### config.mk
export PLATFORM = sky130hd
export DESIGN_NAME = vote_input_conditioner
export DESIGN_NICKNAME = d
export VERILOG_FILES = /design/src/rtl/voting_pkg.sv /design/src/rtl/btn_sync_debounce.sv /design/src/rtl/vote_input_conditioner.sv
export SDC_FILE = /design/constraint.sdc
export NUM_CORES = 1
export LEC_CHECK = 0
export ABC_CLOCK_PERIOD_IN_PS = 3790
export CAP_MARGIN = 20
export CORE_UTILIZATION = 34
export CTS_CLUSTER_DIAMETER = 120
export CTS_CLUSTER_SIZE = 30
export DETAILED_ROUTE_END_ITERATION = 6
export PLACE_DENSITY_LB_ADDON = 0.15
export SYNTH_ARGS = -nofsm -noshare
export SYNTH_HDL_FRONTEND = slang
export SYNTH_SLANG_ARGS = --single-unit
### constraint.sdc
create_clock -name clk -period 3.79 [get_ports clk]
set_input_delay 1.137 -clock clk [delete_from_list [all_inputs] [get_ports clk]]
set_output_delay 1.137 -clock clk [all_outputs]
set_load 0.05 [all_outputs]
### src/rtl/voting_pkg.sv
// Shared definitions for the voting front end and counter.
// Candidate count, FSM state encoding and small vote-decoding helpers.
package voting_pkg;

   localparam int NUM_CAND   = 3;
   localparam int CAND_IDX_W = 2;

   typedef enum logic [2:0] {
      IDLE,
      ACCEPT,
      REJECT,
      WAIT_REL,
      CLOSED
   } vic_state_t;

   // True when exactly one bit of the debounced button vector is set.
   function automatic logic is_single(input logic [NUM_CAND-1:0] v);
      return (v != '0) && ((v & (v - NUM_CAND'(1))) == '0);
   endfunction

   function automatic logic [CAND_IDX_W-1:0] cand_index(input logic [NUM_CAND-1:0] v);
      logic [CAND_IDX_W-1:0] idx;
      idx = '0;
      for (int i = 0; i < NUM_CAND; i++) begin
         if (v[i]) idx = CAND_IDX_W'(i);
      end
      return idx;
   endfunction

endpackage

### src/rtl/btn_sync_debounce.sv
// Two-flop synchroniser followed by a counting debouncer for one raw button.
// The debounced level only follows the synchronised level after DEBOUNCE_CYCLES stable disagreeing samples.
module btn_sync_debounce #(
   parameter int DEBOUNCE_CYCLES = 4
) (
   input  logic clk,
   input  logic rst,
   input  logic i_raw,
   output logic s,
   output logic db
);

   localparam int                CNT_W    = $clog2(DEBOUNCE_CYCLES + 1);
   localparam logic [CNT_W-1:0]  CNT_LAST = CNT_W'(DEBOUNCE_CYCLES - 1);

   logic             meta_p0;
   logic [CNT_W-1:0] cnt;

   always_ff @(posedge clk or negedge rst) begin
      if (!rst) begin
         meta_p0 <= 1'b0;
         s       <= 1'b0;
         db      <= 1'b0;
         cnt     <= '0;
      end else begin
         meta_p0 <= i_raw;
         s       <= meta_p0;
         // Any sample agreeing with the held level restarts the stability count.
         if (s == db) begin
            cnt <= '0;
         end else if (cnt == CNT_LAST) begin
            db  <= s;
            cnt <= '0;
         end else begin
            cnt <= cnt + CNT_W'(1);
         end
      end
   end

endmodule

### src/rtl/vote_input_conditioner.sv
// Conditions raw candidate buttons and the close-poll switch into clean,
// single-cycle, mutually exclusive vote strobes plus a sticky closed flag.
module vote_input_conditioner
   import voting_pkg::*;
#(
   parameter int DEBOUNCE_CYCLES = 4
) (
   input  logic clk,
   input  logic rst,
   input  logic i_btn_1,
   input  logic i_btn_2,
   input  logic i_btn_3,
   input  logic i_voting_over,
   output logic o_candidate_1,
   output logic o_candidate_2,
   output logic o_candidate_3,
   output logic o_reject,
   output logic o_busy,
   output logic o_closed
);

   logic [NUM_CAND-1:0] btn_raw;
   logic [NUM_CAND-1:0] btn_db;
   logic [NUM_CAND-1:0] btn_s_unused;

   assign btn_raw = {i_btn_3, i_btn_2, i_btn_1};

   for (genvar k = 0; k < NUM_CAND; k++) begin : g_btn
      btn_sync_debounce #(
         .DEBOUNCE_CYCLES(DEBOUNCE_CYCLES)
      ) u_btn (
         .clk   (clk),
         .rst   (rst),
         .i_raw (btn_raw[k]),
         .s     (btn_s_unused[k]),
         .db    (btn_db[k])
      );
   end

   // Voting-over only ever closes the poll, so one synchronised high sample is latched for good.
   logic vo_p0;
   logic vo_p1;
   logic vo_seen_p2;

   always_ff @(posedge clk or negedge rst) begin
      if (!rst) begin
         vo_p0      <= 1'b0;
         vo_p1      <= 1'b0;
         vo_seen_p2 <= 1'b0;
      end else begin
         vo_p0      <= i_voting_over;
         vo_p1      <= vo_p0;
         vo_seen_p2 <= vo_seen_p2 | vo_p1;
      end
   end

   vic_state_t            state;
   vic_state_t            state_nxt;
   logic [CAND_IDX_W-1:0] sel;
   logic [CAND_IDX_W-1:0] sel_nxt;

   always_ff @(posedge clk or negedge rst) begin
      if (!rst) begin
         state <= IDLE;
         sel   <= '0;
      end else begin
         state <= state_nxt;
         sel   <= sel_nxt;
      end
   end

   always_comb begin
      state_nxt     = state;
      sel_nxt       = sel;
      o_candidate_1 = 1'b0;
      o_candidate_2 = 1'b0;
      o_candidate_3 = 1'b0;
      o_reject      = 1'b0;
      o_busy        = 1'b0;
      o_closed      = 1'b0;

      unique case (state)
         IDLE: begin
            if (vo_seen_p2) begin
               state_nxt = CLOSED;
            end else if (btn_db == '0) begin
               state_nxt = IDLE;
            end else if (is_single(btn_db)) begin
               state_nxt = ACCEPT;
               sel_nxt   = cand_index(btn_db);
            end else begin
               state_nxt = REJECT;
            end
         end

         // A started accept always emits its strobe, even if the poll closes meanwhile.
         ACCEPT: begin
            o_candidate_1 = (sel == CAND_IDX_W'(0));
            o_candidate_2 = (sel == CAND_IDX_W'(1));
            o_candidate_3 = (sel == CAND_IDX_W'(2));
            state_nxt     = vo_seen_p2 ? CLOSED : WAIT_REL;
         end

         REJECT: begin
            o_reject  = 1'b1;
            state_nxt = vo_seen_p2 ? CLOSED : WAIT_REL;
         end

         // Stay here until every button is released so held or extra presses never vote.
         WAIT_REL: begin
            o_busy = 1'b1;
            if (vo_seen_p2) begin
               state_nxt = CLOSED;
            end else if (btn_db == '0) begin
               state_nxt = IDLE;
            end
         end

         CLOSED: begin
            o_closed = 1'b1;
         end

         default: begin
            state_nxt = IDLE;
         end
      endcase
   end

endmodule

* Yosys cells after proc, flatten, opt, wreduce, memory -nomap -nowiden *
Index checks and enable logic that the tools add are counted.

operators by class
  add/sub/neg operators = 4
  bitwise operators = 8
  reductions and logical operators = 12
  equal/unequal tests = 13
  muxes and demuxes = 21

operators with widths
  operator             count
  $mux 3               10
  $eq 3x2->1 const B   5
  $pmux 3 s4           1
  $add 3x1->3 const B  3
  $logic_not 3->1      3
  $reduce_and 2->1     4
  $mux 1               7
  $mux 2               3
  $not 1->1            6
  $reduce_and 4->1     1
  $and 3x3->3          1
  $eq 1x1->1           3
  $eq 3x1->1 const B   1
  $eq 3x3->1 const B   1
  $ne 3x3->1 const B   1
  $reduce_bool 3->1    1
  $sub 3x1->3 const B  1
  $eq 2x1->1 const B   1
  $eq 2x2->1 const B   1
  $logic_not 2->1      1
  $reduce_or 2->1      1
  $logic_and 1x1->1    1
  $or 1x1->1           1

storage, ports and cells
  output and inout bits = 6
  input bits = 6
  word-level logic and storage cells = 75
  register bits = 26

* Longest topological paths before layout *
  word-level depth = 8
  mapped depth = 4
  depth with buffers taken out = 3

* By module *
A second synthesis with hierarchy kept.

unflattened totals
  cell total of the unflattened synthesis = 76
  area, all modules = 1063.5 µm²

modules (own cells, without submodules)
  module                                   times used  sequential area each (µm²)  area an instance (µm²)  cells an instance
  btn_sync_debounce at g_btn[1].u_btn ...  2           150.1                       216.5                   13
  vote_input_conditioner                   1           200.2                       401.6                   37
  btn_sync_debounce at g_btn[0].u_btn      1           150.1                       229.0                   13

* Worst setup path before layout *
No wires, ideal clock.

  path type = reg2out
  start = reg state[2]
  end = out o_candidate_3
  required time = 2.653 ns
  data arrival time = 1.768 ns
  stages on the path, launching flop included = 4
  path buffers = 0
  path slack = 0.885 ns
  path through = dfrtp_1 > nor2_1 > nand2_1 > nor3b_1

on the way
  cells in the longest elaborated chain, start to end = 2

RTL lines
  item                    line                          RTL
  start, declared         vote_input_conditioner.sv:57  vic_state_t state;
  start signal, assigned  vote_input_conditioner.sv:67  state <= state_nxt;
  $eq 3x1->1              vote_input_conditioner.sv:82  unique case (state)
  $mux 1                  vote_input_conditioner.sv:82
  end, declared           vote_input_conditioner.sv:16  output logic o_candidate_3,

Every way passes these cells.

* Final worst setup path *
Same ends and word-level chain as after synthesis.

==> run metrics <==
Maximum Capacitance Violations 0; Post-synth EDFFs 0; DR pass1 iterations 6; Peak VDD IR 0.000229 V; layout cell share with drive strength beyond 1 12.9%; Synth Cell Area 1030 µm²; failing checks design-rule violations; synth top area cells dfrtp_1 63%, nor3b_1 5.1%, mux2_2 4.4%, ha_1 3.6%, xnor2_1 3.4%; WL/cell 11.7 µm; port bufs 11; die span in y 57.1 µm; initial antenna violation count 0; Mapped Avg Cell Area 12.9 µm²; IO Pins 12; worst setup path class flop to output pin; post-synthesis sequential area ratio 63.0%; CTS buffer count 3; ys async rst share 100%; R2R cell count 3; Final HPWL DP 1.03 mm; DRC errors left 4; Net Switching 0.194 mW; final worst-path cycle share 83.7%; Yosys warning total 0; Worst-path clk slew 0.14 ns; Vias 605; P&R area growth vs syn 18.8%; Final Skew 0.00794 ns; number of post-CTS setup repair buffers 0; num rows 19; Placer Congestion 0.705; post-CTS resize count 0; area fraction of the dominant cell type after synthesis 63.0%; first-pass GRT wire length 2.67 mm; commonest cells after routing, fill and taps aside 26 x dfrtp_1, 11 x clkdlybuf4s50_1, 7 x nor3b_1; cell count after synthesis 80; Util after Layout 43.7%; P_int 0.510 mW; Tightest Pin Transition 0.494 ns; Sink Count 26; Synth Net Count 89; Clock power frac 26.7%; initial core utilization 36.8%; fin worst setup slack 0.617 ns; setup TNS 0 ns; CORE AREA 2810 µm²; initial DRC count 11; Clock Tree Buf Depth 2; Filler cells 275; status complete, but fails checks; power per cell area 574 nW/µm²; Leakage 0.515 nW; Vias/cell 4.88; crit path DAT 2.04 ns; grt ovf 0; die area 3260 µm²; vias in the first global route 615; CTS Hold Bufs 0; unrepaired setup endpoints after global routing false; Die Wd 57.1 µm; Final Setup Violations 0; largest net degree at the start of global routing 27; fin nets 103; Slew headroom 67.0%; DRT Wirelength 1.45 mm; max frequency 315 MHz; clk_lat worst skew 0.32 ns; Pins Over Slew Limit 0; post-route ant nets 0; min cycle time layout 3.17 ns; power share of the sequential group 53.2%; Diodes inserted 0; crit-path max FO 8; GRT Total Usage 10.7%; CTS tree built; Final Hold Fails 0; Seq cells post-synth 26; largest area contributor in the netlist dfrtp_1; Startpoint Class flop; min-delay worst type flop to flop; crit end category output pin; pre-CTS setup slack 0.970 ns; Root Buffer clkbuf_4; top_reg_cell synth dfrtp_1; switching part of the total 27.6%; hold path depth 0; Combinational Power Share 20.0%; H-Tree Depth 1; critical path required time 2.65 ns; leading cell type in the layout, fill and taps excluded dfrtp_1; Synth cell types 25
==> routing by layer <==
metal  up-vias  track usage, %  part of all wire (%)
met5         -               0                     0
met4         0            7.32                   1.0
met3         2            2.27                   4.4
met2        13            15.3                    44
met1       283            14.7                    51
li1        307               -                     -
==> worst paths after layout <==
| kind | from | end | slack, ns |
|---|---|---|---|
| worst min register to register | vo_p0$_DFF_PN0_ | vo_p1$_DFF_PN0_ | 0.36 |
| worst max-delay path | state[2]$_DFFE_PN0P_ | o_candidate_3 | 0.62 |
| min in group asynchronous | rst | state[0]$_DFFE_PN0P_ | 1.16 |
| max in group asynchronous | rst | sel[1]$_DFFE_PN0P_ | 2.39 |
| worst max register to register | state[0]$_DFFE_PN0P_ | sel[1]$_DFFE_PN0P_ | 2.41 |
| worst min-delay path | vo_p0$_DFF_PN0_ | vo_p1$_DFF_PN0_ | 0.36 |
==> state kept, by name (all words and copies together) (netlist names) <==
| register | cells |
|---|---|
| g_btn.u_btn.cnt | 9 |
| g_btn.u_btn.db | 3 |
| g_btn.u_btn.meta_p0 | 3 |
| g_btn.u_btn.s | 3 |
| state | 3 |
| sel | 2 |
| vo_p0 | 1 |
| vo_p1 | 1 |
| vo_seen_p2 | 1 |
==> cells by family (layout without fill, tap and decap cells) <==
kind of cell             Yosys count  count (layout)  share of synthesized area, %
flip-flops                        26              26                          63.0
adder cells (fa/ha/maj)            3               3                          3.64
AO/OA/AOI/OAI                     10              10                          6.30
XOR/XNOR                           4               4                          3.39
AND/OR/NAND/NOR                   30              30                          17.8
buffers and inverters              3              16                          1.45
multiplexers                       4               4                          4.36
==> critical path, cell delays in order, from the launching register on <==
cell             delay, ns
dfrtp_1               0.47
nor2_1                0.11
nand2_1               0.09
nor3b_1               0.21
clkdlybuf4s50_1       0.83
==> power groups by stage <==
stage               registers [mW]  clock network (mW)  logic [mW]
finish                       0.375               0.188       0.141
global route                 0.383               0.207       0.161
CTS                          0.375               0.197       0.144
detailed placement           0.381                   0       0.144
global placement             0.378                   0       0.136
floorplan                    0.341                   0       0.155
==> through the flow <==
| step | hold slack (ns) | instance area, µm² | power (mW) | std cells |
|---|---|---|---|---|
| 2_1_floorplan | 0.331 | 1030 | 0.496 | 80 |
| 3_3_place_gp | 0.331 | 1170 | 0.514 | 120 |
| 3_5_place_dp | 0.335 | 1170 | 0.525 | 120 |
| 4_1_cts | 0.368 | 1230 | 0.716 | 124 |
| 5_1_grt | 0.381 | 1230 | 0.751 | 124 |
| 6_report | 0.365 | 1230 | 0.704 | 124 |
==> final cells by class <==
type | count | area, µm² | share of cell area (%)
Clock buffer | 3 | 22.5 | 1.84
Clock inverter | 1 | 30.0 | 2.45
Multi-Input combinational cell | 51 | 367 | 29.9
Tap cell | 31 | 38.8 | 3.16
Sequential cell | 26 | 651 | 53.1
Timing Repair Buffer | 12 | 118 | 9.59
==> synthesized netlist by cell type, drive strengths merged, types with 2 or more instances <==
cell	n
dfrtp	26
nor3b	7
mux2	4
nand2	4
nor2	4
nor2b	4
nor3	4
xnor2	4
buf	3
ha	3
o21ai	3
a31oi	2
and3b	2
Power figures use the tool's default switching activity.
